--- src/rtl/clk_div_ring.sv ---
// ---------------------------------------------------------------------------
// clk_div_ring
//   Run-time reprogrammable integer clock divider in the bit-clock domain.
//   It produces a registered divided clock plus one-cycle strobes that the
//   serialiser gearbox uses to load and align. Ratio changes are applied at
//   period boundaries. A sync pulse truncates the current period and restarts
//   it at phase 0.
//
// Ports
//   clk          in   bit clock, rising edge
//   rst_n        in   asynchronous active-low reset (release synchronised)
//   en           in   count enable; low freezes the divider state
//   sync         in   phase resync request (forces next phase to 0)
//   div_req      in   requested divide ratio (0/1 clamp to 2)
//   div_req_vld  in   request valid
//   div_req_rdy  out  request ready (no change pending)
//   clk_out      out  divided clock, registered
//   tick_rise    out  strobe on first cycle of clk_out high (phase 0)
//   tick_last    out  strobe on last bit-clock cycle of the period
//   phase        out  current phase, 0 .. div_cur-1
//   div_cur      out  divide ratio currently in effect
// ---------------------------------------------------------------------------
module clk_div_ring #(
    parameter int W_DIV     = 4,
    parameter int DIV_RESET = 5
) (
    input  logic             clk,
    input  logic             rst_n,
    input  logic             en,
    input  logic             sync,
    input  logic [W_DIV-1:0] div_req,
    input  logic             div_req_vld,
    output logic             div_req_rdy,
    output logic             clk_out,
    output logic             tick_rise,
    output logic             tick_last,
    output logic [W_DIV-1:0] phase,
    output logic [W_DIV-1:0] div_cur
);

    localparam logic [W_DIV-1:0] DIV_RST   = W_DIV'(DIV_RESET);
    localparam logic [W_DIV-1:0] PHASE_RST = W_DIV'(DIV_RESET - 1);
    localparam logic [W_DIV-1:0] DIV_MIN   = W_DIV'(2);
    localparam logic [W_DIV-1:0] ONE       = W_DIV'(1);

    // High-time length of a period, rounded up so odd ratios are high-biased.
    // Evaluated one bit wider so the maximum ratio cannot overflow.
    function automatic logic [W_DIV:0] hi_cnt(input logic [W_DIV-1:0] d);
        logic [W_DIV:0] dx;
        dx = {1'b0, d} + (W_DIV+1)'(1);
        return dx >> 1;
    endfunction

    logic [W_DIV-1:0] phase_q, phase_d;
    logic [W_DIV-1:0] div_cur_q, div_cur_d;
    logic [W_DIV-1:0] pend_div_q, pend_div_d;
    logic             pend_vld_q, pend_vld_d;
    logic             clk_out_q, clk_out_d;
    logic             tick_rise_q, tick_rise_d;
    logic             tick_last_q, tick_last_d;

    logic             wrap;
    logic             apply;
    logic             accept;
    logic [W_DIV-1:0] d_next;
    logic [W_DIV-1:0] phase_next;
    logic [W_DIV-1:0] req_clamped;

    // sync behaves exactly like a natural end of period, so a coincident
    // sync and natural wrap collapse into a single wrap.
    assign wrap        = (phase_q == (div_cur_q - ONE)) | sync;
    assign apply       = wrap & pend_vld_q;
    assign d_next      = apply ? pend_div_q : div_cur_q;
    assign phase_next  = wrap ? '0 : (phase_q + ONE);
    assign accept      = div_req_vld & ~pend_vld_q;
    assign req_clamped = (div_req < DIV_MIN) ? DIV_MIN : div_req;

    always_comb begin
        phase_d     = phase_q;
        div_cur_d   = div_cur_q;
        pend_div_d  = pend_div_q;
        pend_vld_d  = pend_vld_q;
        clk_out_d   = clk_out_q;
        tick_rise_d = 1'b0;
        tick_last_d = 1'b0;

        if (en) begin
            phase_d     = phase_next;
            clk_out_d   = ({1'b0, phase_next} < hi_cnt(d_next));
            tick_rise_d = (phase_next == '0);
            tick_last_d = (phase_next == (d_next - ONE));
            if (apply) begin
                div_cur_d  = pend_div_q;
                pend_vld_d = 1'b0;
            end
        end

        // Handshake runs regardless of en. A request accepted in a wrap
        // cycle is only seen by the following wrap because apply uses the
        // registered pend_vld_q. accept and apply never coincide.
        if (accept) begin
            pend_vld_d = 1'b1;
            pend_div_d = req_clamped;
        end
    end

    always_ff @(posedge clk or negedge rst_n) begin
        if (!rst_n) begin
            phase_q     <= PHASE_RST;
            div_cur_q   <= DIV_RST;
            pend_div_q  <= '0;
            pend_vld_q  <= 1'b0;
            clk_out_q   <= 1'b0;
            tick_rise_q <= 1'b0;
            tick_last_q <= 1'b0;
        end else begin
            phase_q     <= phase_d;
            div_cur_q   <= div_cur_d;
            pend_div_q  <= pend_div_d;
            pend_vld_q  <= pend_vld_d;
            clk_out_q   <= clk_out_d;
            tick_rise_q <= tick_rise_d;
            tick_last_q <= tick_last_d;
        end
    end

    assign div_req_rdy = ~pend_vld_q;
    assign clk_out     = clk_out_q;
    assign tick_rise   = tick_rise_q;
    assign tick_last   = tick_last_q;
    assign phase       = phase_q;
    assign div_cur     = div_cur_q;

endmodule

--- config.mk ---
export PLATFORM = sky130hd
export DESIGN_NAME = clk_div_ring
export DESIGN_NICKNAME = d
export VERILOG_FILES = /design/src/rtl/clk_div_ring.sv
export SDC_FILE = /design/constraint.sdc
export NUM_CORES = 1
export LEC_CHECK = 0
export BUFFER_PORTS_ARGS = -buffer_cell sky130_fd_sc_hd__buf_4
export CORE_MARGIN = 3
export CORE_UTILIZATION = 40
export CTS_CLUSTER_DIAMETER = 50
export DETAILED_ROUTE_END_ITERATION = 8
export PLACE_DENSITY = 0.57
export SETUP_SLACK_MARGIN = 0.5
export SLEW_MARGIN = 20
export SYNTH_ARGS = -nofsm -noshare
export SYNTH_HDL_FRONTEND = slang
export SYNTH_SLANG_ARGS = --single-unit
--- constraint.sdc ---
create_clock -name clk -period 3.7 [get_ports clk]
set_input_delay 0.185 -clock clk [delete_from_list [all_inputs] [get_ports clk]]
set_output_delay 0.185 -clock clk [all_outputs]
set_load 0.01 [all_outputs]
* After elaboration in Yosys (flattened, before gate mapping)
Index checks and enable logic that the tools add are counted.
** Storage, ports and cells
- Logic and storage cells :: 31
- Flip-flop bits (word level) :: 16
- Output and inout bits :: 12
** Operators by class
- Muxes and demuxes :: 8
- Bitwise logic cells :: 4
- Add/sub/neg operators :: 4
- Eq/ne operators :: 2
- Order comparisons :: 2
- Reduce and logical (&&, ||, !) cells :: 4
** Operator list (count)
- 4-bit two-way mux :: 3
- 4-bit == test :: 2
- 4-bit by 1-bit subtractor with 4-bit output, second input constant :: 2
- 4-bit by 1-bit adder with 5-bit output, second input constant :: 1
- 1-bit two-way mux :: 5
- 4-bit by 1-bit adder with 4-bit output, second input constant :: 1
- 4-bit logical NOT :: 1
- 4-bit by 2-bit less-than comparator with 1-bit output, second input constant :: 1
- 4-bit less-than comparator :: 1
- 2-bit nonzero test :: 2
- 1-bit AND :: 2
- 2-bit AND reduction :: 1
- 1-bit NOT :: 1
- 1-bit OR :: 1

* Depth between registers and ports, before layout
- Depth in word-level cells :: 8
- Mapped depth :: 16

* Worst setup path before layout
OpenSTA, ideal clock, no wires.
- Kind :: reg-to-reg
- Start :: reg div_cur_q[0] (netlist: div_cur[0])
- End :: reg tick_last_q (netlist: tick_last)
- Buffers on the path :: 2
- Cell stages (with the launch flop) :: 16
- Arrival :: 3.260 ns
- Data required time :: 3.580 ns
- Slack :: 0.319 ns
- Clock period less this slack :: 3.381 ns
- Cell sequence :: dfstp_2 > inv_1 > ha_1 > xor2_1 > and3_4 > buf_6 > a21o_1 > buf_6 > nand2_1 > mux2_2 > ha_1 > and3_1 > a211oi_2 > o21bai_2 > and4_1 > a41o_1
** Between the ends
- Cells in the longest elaborated chain, start to end :: 8
- Elaborated cells between the ends (all ways) :: 9
** RTL lines
- from (decl) :: line 55 : logic [W_DIV-1:0] div_cur_q, div_cur_d;
- from (signal assigned) :: line 118 : div_cur_q <= div_cur_d;
- 4-bit by 1-bit subtractor with 4-bit output :: line 71 : assign wrap = (phase_q == (div_cur_q - ONE)) | sync;
- 4-bit == test :: line 71
- 1-bit OR :: line 71
- 1-bit AND :: line 72 : assign apply = wrap & pend_vld_q;
- 4-bit two-way mux
- net d_next[1] :: line 65 : logic [W_DIV-1:0] d_next;
- 4-bit by 1-bit subtractor with 4-bit output :: line 91 : tick_last_d = (phase_next == (d_next - ONE));
- 4-bit == test :: line 91
- 1-bit two-way mux :: line 87 : if (en) begin
- net tick_last_d :: line 60 : logic tick_last_q, tick_last_d;
- to (signal assigned) :: line 123 : tick_last_q <= tick_last_d;
- to (decl) :: line 60
The timed path passes the listed nets, and every way through them passes these cells.
A chain may end at the register's enable or synchronous reset.

* Final worst setup path
Same ends and word-level chain as after synthesis.

==> results by group <==
Timing
  • Fin crit share: 0.864
  • Setup_tns: 0 ns
  • RSZ-0062 raised after global routing: true
  • Max-slew violation count: 0
  • Worst Max-Slew Pin Slew: 0.541 ns
  • Crit path time final: approximately 3.2 ns
  • Setup violators final: 0
  • Clk_skew: between 0.003 and 0.004 ns
  • Final Hold Viols: 0
  • Fmax: 313 MHz
  • Rel. slew slack: 0.639

Cells and area
  • Total Nets Final: 170
  • Final core occ: 0.551
  • Share of layout cells above drive strength 1: 0.422
  • Layout area overhead: 28.3%
  • Ant diodes: 0
  • Most common cell after layout, fill and taps aside: buf_4
  • Commonest non-fill, non-tap cells in the layout: 31 x buf_4, 12 x dfrtp_1, 11 x mux2_2

CTS
  • Clock root cell: clkbuf_4
  • Worst-Skew Late Latency: ~0.29 ns
  • Clock tree buffer depth: 2
  • CTS tree: yes
  • CTS buffer count: 3
  • CTS clk-pin slew, worst paths: 0.10 ns
  • Sinks on Clock Net: 16
  • Number of H-tree branching levels: 1

Pwr
  • Cell Pwr Density: roughly 940 nW/um2
  • Leakage power: around 0.73 nW
  • Max IR drop VDD: roughly 0.38 mV

Floorplan
  • IO Count: 21
  • DIE AREA: roughly 3700 um2
  • Core Area: ~2800 um2
  • FP Rows: 19
  • Initial Util: 0.430
  • Height of the die: approximately 61 um
  • Die Wd: slightly above 60 um

Detailed routing
  • DRT Pass-1 Iters: 6
  • Vias: 1011
  • Final Routed Wirelength: roughly 2900 um
  • DR vias/cell: approximately 5.5
  • Per-cell routed wire length: ~16 um
  • Antenna Violating Nets Remaining: 0
  • DRC violations left: 0
  • Initial DRC Count: 28

Synthesis
  • Syn nets: approximately 140
  • Cell variety after synth: 39
  • Area share of the largest cell type after synthesis: 0.270
  • Synthesized netlist cell count: ~120
  • Post-synth EDFFs: 0
  • Post-synthesis register bit count: 16
  • Top cells by area, synth: dfrtp_1 27%, mux2_2 11%, dfstp_2 6.5%
  • Post-synth design cell area: between 1000 and 1500 um2
  • Ys Warns: 0
  • Syn avg cell area: 9.72 um2
  • Primary FF master, synth: dfrtp_1
  • Post-synthesis sequential area ratio: 0.335
  • Async SR Flop Fraction: 1.00
  • Largest area contributor in the netlist: dfrtp_1

Critical path
  • Worst Setup Start Kind: register
  • Slowest stage delay, CP: 0.56 ns
  • WP buf/inv: 1
  • Critical path required time: slightly below 4 ns
  • Critical path cell sequence: inv_2 > ha_4 > xnor3_1 > and3_4 > a21o_4 > nand2_4 > mux2_4 > ha_4 > nand3b_1 > a211oi_2 > a211oi_2 > o21bai_2 > and4_1 > a41o_1
  • Crit-path slowest cell: dfstp_2
  • Critical Path AT: between 3 and 4 ns
  • Critical Path Sink Type: register
  • CP Class: register to register
  • Crit-path leading delay family: compound AO/OA/AOI/OAI gates
  • Worst Path Max Fanout: 8

GRT
  • GRT overflow: 0
  • Global Route Usage Sum: 0.168
  • Initial antenna violation count: 0
  • Vias in the first global route: roughly 970
  • First-pass GRT wire length: 4660 um
  • Largest net degree at the start of global routing: 17

Flow run
  • Max cap viols: 0

Placed design
  • Placer Congestion: between 0.8 and 0.9
  • IO buf count: 20
  • DP HPWL: between 2000 and 2500 um

Run status
  • Status: completed

Hold path
  • Hold crit path type: input pin to register
[per-stage QoR]
stage | cells | hold slack, ns | area [um2] | setup slack (ns) | power [mW]
detailed placement | 170 | 0.0643 | 1410 | 0.296 | 1.20
global route | 185 | 0.0940 | 1550 | 0.320 | 1.59
CTS | 176 | 0.0952 | 1470 | 0.518 | 1.34
global placement | 170 | 0.0613 | 1410 | 0.407 | 1.18
finish | 185 | 0.101 | 1550 | 0.505 | 1.46
floorplan | 124 | -0.111 | 1250 | 0.488 | 0.990
[Yosys cell counts, types with 3 or more instances]
library cell	number
nor2_1	10
xnor2_1	4
dfstp_2	3
o21ai_0	7
nand3_1	4
xor2_1	5
mux2_2	12
ha_1	6
a21oi_1	3
a31oi_1	3
dfrtp_1	13
nor3_1	3
nand2_1	10
inv_1	8
[worst reg2reg max path, delay by kind of cell (launching register included)]
family,cells,cell delay (ns)
AO/OA/AOI/OAI,5,0.77
buffers and inverters,1,0.05
multiplexers,1,0.33
flip-flops,1,0.56
adder cells (fa/ha/maj),2,0.41
XOR/XNOR,1,0.37
AND/OR/NAND/NOR,4,0.67
[power breakdown]
| group | total [mW] | switching (mW) | leakage [nW] | internal [mW] |
|---|---|---|---|---|
| combinational | 0.973 | 0.442 | 0.520 | 0.532 |
| clock | 0.120 | 0.0601 | 0.0210 | 0.0599 |
| sequential | 0.368 | 0.113 | 0.190 | 0.255 |
| total | 1.46 | 0.615 | 0.731 | 0.846 |
[metal layers]
layer | vias to the layer above | wire, um | track usage
met3 | 2 | 82 | 0.0255
met4 | 0 | 17 | 0.0402
met1 | 486 | 1410 | 0.246
met5 | - | 0 | 0
li1 | 505 | - | -
met2 | 18 | 1390 | 0.260
[logic make-up (layout without fill, tap and decap cells)]
logic type	count (synthesis)	after routing	share of synthesized area
adders and majority gates	6	6	0.0623
and+or+nand+nor	37	37	0.156
muxes	14	14	0.129
buffers and inverters	14	44	0.0571
DFF	16	16	0.335
AOI/OAI and AO/OA	26	26	0.163
xor gates and xnor gates	11	11	0.0976
[repair_timing]
item / 4_1_cts / 5_1_grt
resized for setup: 2 / 3
pin swaps: 0 / 9
endpoints found under the hold margin: 16 / 0
setup buffers: 1 / 9
hold buffers: 1 / 0
endpoints found under the setup margin: 1 / 1
[worst paths after layout]
check,slack (ns),depth (start not counted),to,startpoint
worst max-delay path,0.50,14,tick_last$_DFF_PN0_,div_cur[0]$_DFFE_PN1P_
worst min-delay path,0.10,2,pend_vld_q$_DFFE_PN0P_,div_req_vld
worst max register to register,0.50,14,tick_last$_DFF_PN0_,div_cur[0]$_DFFE_PN1P_
worst min register to register,0.51,2,clk_out$_DFFE_PN0P_,clk_out$_DFFE_PN0P_
max in group asynchronous,3.16,2,div_cur[0]$_DFFE_PN1P_,rst_n
min in group asynchronous,0.29,2,phase[0]$_DFFE_PN0P_,rst_n
[state kept, by name, summed over array words and instances (netlist names)]
signal and count:
div_cur 4, clk_out 1, phase 4, pend_div_q 4
pend_vld_q 1, tick_rise 1, tick_last 1
[layout make-up]
cell class,instances,area [um2]
inverter,8,30.0
fill,275,1260
multi-input combinational,94,793
timing repair buffer,32,243
clock buffer,4,36.3
tap,31,38.8
sequential,16,405
No activity file was read; power rests on OpenSTA's default activity.
